### src/rtl/shift_seq.sv
// Counted shift sequencer: rotates {carry,data} one position per clock under valid/ready flow control.
// Define SHIFT_SEQ_ARITH_EN to make op 2 an arithmetic right shift instead of rotate-right-through-carry.
module shift_seq #(
    parameter int WIDTH = 8,
    parameter int CNT_W = 3
) (
    input  logic             clk,
    input  logic             rst_n,
    input  logic             in_valid,
    output logic             in_ready,
    input  logic [1:0]       op,
    input  logic [CNT_W-1:0] count,
    input  logic             carryIn,
    input  logic [WIDTH-1:0] dataIn,
    output logic             out_valid,
    input  logic             out_ready,
    output logic [WIDTH-1:0] dataOut,
    output logic             carryOut,
    output logic             busy
);

    typedef enum logic [1:0] {
        IDLE,
        SHIFT,
        DONE
    } stateT;

    stateT            state, stateNext;
    logic [WIDTH-1:0] data, dataNext;
    logic             carry, carryNext;
    logic [CNT_W-1:0] remaining, remainingNext;
    logic             shiftRight, shiftRightNext;

    always_ff @(posedge clk or negedge rst_n) begin
        if (!rst_n) begin
            state      <= IDLE;
            data       <= '0;
            carry      <= 1'b0;
            remaining  <= '0;
            shiftRight <= 1'b0;
        end else begin
            state      <= stateNext;
            data       <= dataNext;
            carry      <= carryNext;
            remaining  <= remainingNext;
            shiftRight <= shiftRightNext;
        end
    end

    always_comb begin
        stateNext      = state;
        dataNext       = data;
        carryNext      = carry;
        remainingNext  = remaining;
        shiftRightNext = shiftRight;
        case (state)
            IDLE: begin
                if (in_valid) begin
                    case (op)
                        2'd0: begin
                            dataNext  = dataIn;
                            carryNext = 1'b0;
                            stateNext = DONE;
                        end
                        2'd3: begin
                            dataNext  = '0;
                            carryNext = 1'b0;
                            stateNext = DONE;
                        end
                        default: begin
                            dataNext       = dataIn;
                            carryNext      = carryIn;
                            remainingNext  = count;
                            shiftRightNext = (op == 2'd2);
                            stateNext      = (count == '0) ? DONE : SHIFT;
                        end
                    endcase
                end
            end
            SHIFT: begin
                if (shiftRight) begin
`ifdef SHIFT_SEQ_ARITH_EN
                    dataNext = {data[WIDTH-1], data[WIDTH-1:1]};
`else
                    dataNext = {carry, data[WIDTH-1:1]};
`endif
                    carryNext = data[0];
                end else begin
                    dataNext  = {data[WIDTH-2:0], carry};
                    carryNext = data[WIDTH-1];
                end
                remainingNext = remaining - CNT_W'(1);
                // The step consumed with one count left is the final one.
                if (remaining == CNT_W'(1)) begin
                    stateNext = DONE;
                end
            end
            DONE: begin
                if (out_ready) begin
                    stateNext = IDLE;
                end
            end
            default: stateNext = IDLE;
        endcase
    end

    assign in_ready  = (state == IDLE);
    assign out_valid = (state == DONE);
    assign busy      = (state != IDLE);
    assign dataOut   = data;
    assign carryOut  = carry;

endmodule

### config.mk
export PLATFORM = sky130hd
export DESIGN_NAME = shift_seq
export DESIGN_NICKNAME = d
export VERILOG_FILES = /design/src/rtl/shift_seq.sv
export SDC_FILE = /design/constraint.sdc
export NUM_CORES = 1
export LEC_CHECK = 0
export ABC_AREA = 1
export CORE_AREA = 2 2 51 48
export DETAILED_ROUTE_END_ITERATION = 10
export DIE_AREA = 0 0 53 50
export PLACE_DENSITY = 0.85
export SLEW_MARGIN = 20
export SYNTH_ARGS = -nofsm -noshare
export SYNTH_HDL_FRONTEND = slang
export SYNTH_SLANG_ARGS = --single-unit
### constraint.sdc
create_clock -name clk -period 2.8 [get_ports clk]
set_input_delay 0.7 -clock clk [delete_from_list [all_inputs] [get_ports clk]]
set_output_delay 0.7 -clock clk [all_outputs]
set_load 0.02 [all_outputs]
==> results.md <==
* Achievable Freq at 424.5 MHz
* Chip Width at 53 um
* DIE HEIGHT at 50 um
* CP startpoint: state[1]
* IO buf count at 29
* Minimum clock period at 2356 ps
* Syn_nets at roughly 180
* Critical Path RT at 2100 ps
* Synthesized area at 1021 um2
* Power per Cell Area at slightly above 1000 nW/um2
* Largest family of logic cells by synthesized area: simple AND/OR/NAND/NOR gates
* First-pass DRT Iterations at 4
* Clock skew at 5.197 ps
* Total GRT Usage at 0.2014
* Worst-path clk slew at approximately 100 ps
* Post-Synth Simple-Gate Area at 0.4681
* Post-DP HPWL at 1841 um
* Starting Density at 0.4857
* Peak VDD IR at between 0.7 and 0.8 mV
* Adder-cell area share of the yosys netlist at 0.04902
* Worst Setup EP: in_ready
* Synthesized flop and latch total at 15
* Fin area at about 1300 um2
* Initial antenna violation count at 0
* Element type at the critical path end: output port
* CP Class: register to output port
* Final critical-path share of the clock period at 0.8414
* Routed via count at 1079
* Final core utilization at 0.6411
* Syn Area/Cell at between 6 and 7 um2
* Setup violators final at 0
* First-pass GRT wire length at 4098 um
* Worst path cell trace: nor2_2 > clkdlybuf4s50_1
* Io pins at 30
* Postcts setup bufs at 0
* Critical-path top delay cell: clkdlybuf4s50_1
* Cell Rows at 16
* Distinct cell type count after synthesis at 19
* # resized after CTS at 0
* Root Driver: clkbuf_4
* XOR/XNOR Fraction of Synth Area at 0
* Clk_lat worst skew at 280 ps
* Post-Route WL at 2435 um
* H-tree depth at 1
* CTS tree: yes
* Reg-to-Reg Start: state[1]
* Least-Margin Pin Slew at slightly below 700 ps
* Cell count after synthesis at 157
* Hold_buf cts at 0
* Post-place instance area at 1321 um2
* Maxcap violations at 0
* DRC errors left at 0
* Maximum clock path buffer count at 2
* Commonest non-fill, non-tap cells in the layout: nand2_1 (82), clkdlybuf4s50_1 (29), nand3_1 (17)
* Pin count of the biggest net entering global routing at 16
* DR iter-0 viols at 18
* Setup ws final at 444.1 ps
* # fillers at 186
* Setup TNS at 0 ps
* Synth Area in Compound Gates at 0.03676
* Commonest non-fill, non-tap cell in the layout: nand2_1
* Slew headroom at 0.5448
* Final Hold Vio Count at 0
* Area grow syn2layout at 31.99%
* Core ar. at between 2000 and 2500 um2
* Vias per cell at 5.042
* Synth warn at 0
* Layout cells sized above 1 at 0.06952
* Routability cong. at 0.8373
* Gr ovfl total at 0
* Reg2Reg Depth at 6
* Routed Antenna Nets at 0
* Multiplexer area fraction after synthesis at 0
* Avg WL per Cell at 11.38 um
* Critical Path AT at 1660 ps
* Layout Nets at 210
* Clock tree sinks at 15
* Reg2reg setup slack at between 1000 and 1500 ps
* Diodes inserted at 0
* RSZ-0062 raised after global routing: false
* Final Max Slew Viols at 0
* Outcome: finished, final reports clean
* Pre-CTS setup slack at 687.5 ps
* CP max stage delay at 650 ps
* Die Area at ~2700 um2
* Hold Crit Class: register to register
* Clock buffers created by TritonCTS at 3
* CP startpoint kind: register
* CP Max Fanout at 5
* LEAKAGE at 0.0007280 uW
* Sequential share of the synthesized area at 0.3676
* Vias in the first global route at 1035
* FF-to-FF End: dataOut[0]
[synth_stat cells]
master    number  area (um2)
inv_1         11       41.29
o21bai_1       1       7.510
ha_1           4       50.05
nand2_1       82       307.8
nand3_1       17       85.08
inv_2          4       15.01
buf_2          1       5.000
nand4_1        1       6.260
a21oi_1        2       10.01
nor2_4         1       11.26
buf_6          1       11.26
nor2_2         1       6.260
o21ai_1        2       10.01
buf_4          1       7.510
nand2_2        2       12.51
nor2_1         7       26.28
nand2_4        2       22.52
dfrtp_1       15       375.4
o21ai_0        2       10.01
[critical path, delay by kind of cell, from the launching register on]
kind | cells | cell delay [ps]
flip-flops | 1 | 460
buffers and inverters | 1 | 650
AND/OR/NAND/NOR | 1 | 260
[per-stage QoR]
step           hold slack (ps)  cells  power [uW]
5_1_grt                  573.0    214        1485
3_5_place_dp             530.1    210        1246
6_report                 551.3    214        1372
3_3_place_gp             515.7    210        1218
2_1_floorplan            404.4    157       959.5
4_1_cts                  555.6    214        1374
[worst min-delay path by stage]
stage	cells after the start	to	from	slack, ps
detailed placement	2	dataOut[2]	dataOut[2]	530
global route	2	dataOut[7]	dataOut[7]	570
global placement	2	dataOut[5]	dataOut[5]	520
CTS	2	dataOut[2]	dataOut[2]	560
floorplan	0	carryOut	rst_n	400
finish	2	dataOut[4]	dataOut[4]	550
[state kept, by name (all words and copies together) (netlist names)]
| name | cells |
|---|---|
| dataOut | 8 |
| remaining | 3 |
| state | 2 |
| carryOut | 1 |
| shiftRight | 1 |
[layout make-up]
cell class	count	area [um2]	share of cell area
inverter	15	56.30	0.04178
sequential	15	375.4	0.2786
multi-input combinational	124	565.5	0.4197
timing repair buffer	29	290.3	0.2154
tap	27	33.78	0.02507
clock buffer	4	26.28	0.01950
[power breakdown]
| part | internal [uW] | switching (uW) | total (uW) |
|---|---|---|---|
| Combinational | 328 | 481 | 809 |
| Sequential | 316 | 121 | 438 |
| Clock | 55.1 | 70.5 | 126 |
[per-layer routing]
layer / GRT usage / vias to the layer above / share of wire
met5: 0 / - / 0
met2: 0.3729 / 31 / 0.51
li1: - / 546 / -
met1: 0.2386 / 500 / 0.44
met4: 0.04701 / 0 / 0.0053
met3: 0.02727 / 2 / 0.049
[cell families (layout without fill, tap and decap cells)]
logic type,after synthesis,after routing
AND/OR/NAND/NOR,113,113
flip-flops,15,15
AO/OA/AOI/OAI,7,7
buffers and inverters,18,48
adder cells (fa/ha/maj),4,4
No activity file was read; power rests on OpenSTA's default activity.
==> variant (same settings) <==
Build with the macro `SHIFT_SEQ_ARITH_EN` defined.
--- a/src/rtl/shift_seq.sv
+++ b/src/rtl/shift_seq.sv
@@ -1,4 +1,6 @@
 // Counted shift sequencer: rotates {carry,data} one position per clock under valid/ready flow control.
 // Define SHIFT_SEQ_ARITH_EN to make op 2 an arithmetic right shift instead of rotate-right-through-carry.
+`define SHIFT_SEQ_ARITH_EN
+
 module shift_seq #(
     parameter int WIDTH = 8,
Check against the original RTL: not equivalent (Yosys sat finds a counterexample within 4 cycles, from zero or initial values and one cycle with rst_n low).
==> variant against the original RTL <==
Die area stayed put; clock skew is 1.2 ps lower; via count is 3.5% lower; total power is 1.9% lower; area after synthesis is 1.5% lower; routed wire length is 3.6% lower; sequential cell count stayed put; critical path type unchanged; non-clock buffer count is 1 higher; hold slack worse by 43 ps; setup slack worse by 62 ps; design area is 1.4% lower; fmax is 2.6% lower.
==> variant: results (changes against the original RTL) <==
| Metric | Value |
|---|---|
| Synthesized net count | 176 (was 179) |
| Mean cell area of the mapped netlist | 6.532 µm² (was 6.503 µm²) |
| Worst ir drop on vdd | 0.5824 mV (was 0.7550 mV) |
| Met2 routed WL | 1194 µm (was 1235 µm) |
| R2R depth | 7 (was 6) |
| Slowest cell delay on critical path | 670 ps (was 650 ps) |
| Routed wirelength normalized by instance count | 11.12 µm (was 11.38 µm) |
| DR vias/cell | 4.934 (was 5.042) |
| Wire length on met3 | 106 µm (was 119 µm) |
| Worst-case hold path end point | remaining[1]$_DFFE_PN0P_ (was dataOut[4]$_DFFE_PN0P_) |
| Largest clock skew in the final design | 3.985 ps (was 5.197 ps) |
| Main area contributors after synthesis | sky130_fd_sc_hd__dfrtp_1 37%, sky130_fd_sc_hd__nand2_1 31%, sky130_fd_sc_hd__nand3_1 7.5% (was sky130_fd_sc_hd__dfrtp_1 37%, sky130_fd_sc_hd__nand2_1 30%, sky130_fd_sc_hd__nand3_1 8.3%) |
| P_seq | 0.431 mW (was 0.438 mW) |
| Met1 track utilization from global routing | 22.39% (was 23.86%) |
| Reg2Reg Launch Point | shiftRight$_DFFE_PN0P_ (was state[1]$_DFFE_PN0P_) |
| Detail Placement HPWL | 1746 µm (was 1841 µm) |
| First element of the critical path | state[0]$_DFFE_PN0P_ (was state[1]$_DFFE_PN0P_) |
| Fraction of synthesized cell area taken by the top area cell type | 37.31% (was 36.76%) |
| Post-placement setup slack | 696.7 ps (was 687.5 ps) |
| Static Leak | 0.7217 nW (was 0.7280 nW) |
| Most numerous cell types in the synthesized netlist | 82 x sky130_fd_sc_hd__nand2_1, 15 x sky130_fd_sc_hd__dfrtp_1, 15 x sky130_fd_sc_hd__nand3_1 (was 82 x sky130_fd_sc_hd__nand2_1, 17 x sky130_fd_sc_hd__nand3_1, 15 x sky130_fd_sc_hd__dfrtp_1) |
| Nets | 207 (was 210) |
| Relative contribution of combinational cells to total power | 58.2% (was 59.0%) |
| Worst-case hold slack | 508.4 ps (was 551.3 ps) |
| M1 WL | 1021 µm (was 1065 µm) |
| M3 GR Usage | 3.333% (was 2.727%) |
| Total vias in the final route | 1,041 (was 1,079) |
| Outcome | finished clean (unchanged) |
| Fraction of final layout cells with drive strength greater than 1 | 4.891% (was 6.952%) |
| Met2 routing resource usage after global routing | 34.79% (was 37.29%) |
| Switching power share of the total | 48.40% (was 48.98%) |
| Setup slack of the most critical reg-to-reg path | 1420 ps (was 1450 ps) |
| Worst Path Arrival | 1720 ps (was 1660 ps) |
## variant: changes by cell type after synthesis, sizes merged
cell,delta
nand3b,+1
nand2,-3
o21bai,-1
buf,+1
nand3,-1
o21ai,+1
nor2,-2
clkinv,+1
## variant: cell families (layout without fill, tap and decap cells)
| family | count (synthesis) | count (layout) | synth area share (%) |
|---|---|---|---|
| buffers and inverters | 20 | 50 | 9.452 |
| DFF | 15 | 15 | 37.31 |
| adders and majority gates | 4 | 4 | 4.975 |
| and+or+nand+nor | 108 | 108 | 44.40 |
| AOI/OAI and AO/OA | 7 | 7 | 3.856 |
## variant: worst register-to-register path: cells and delay by family (launching register included)
family / cells / cell delay (ps)
simple gates: 6 / 410
buf+inv: 1 / 330
flops: 1 / 550
## variant: layout make-up
type,count,area [µm²]
inverters,16,60.06
flip-flops and latches,15,375.4
multi-input cells,119,535.5
clock buffers,4,26.28
repair buffers,30,297.8
fillers,220,773.2
well taps,27,33.78
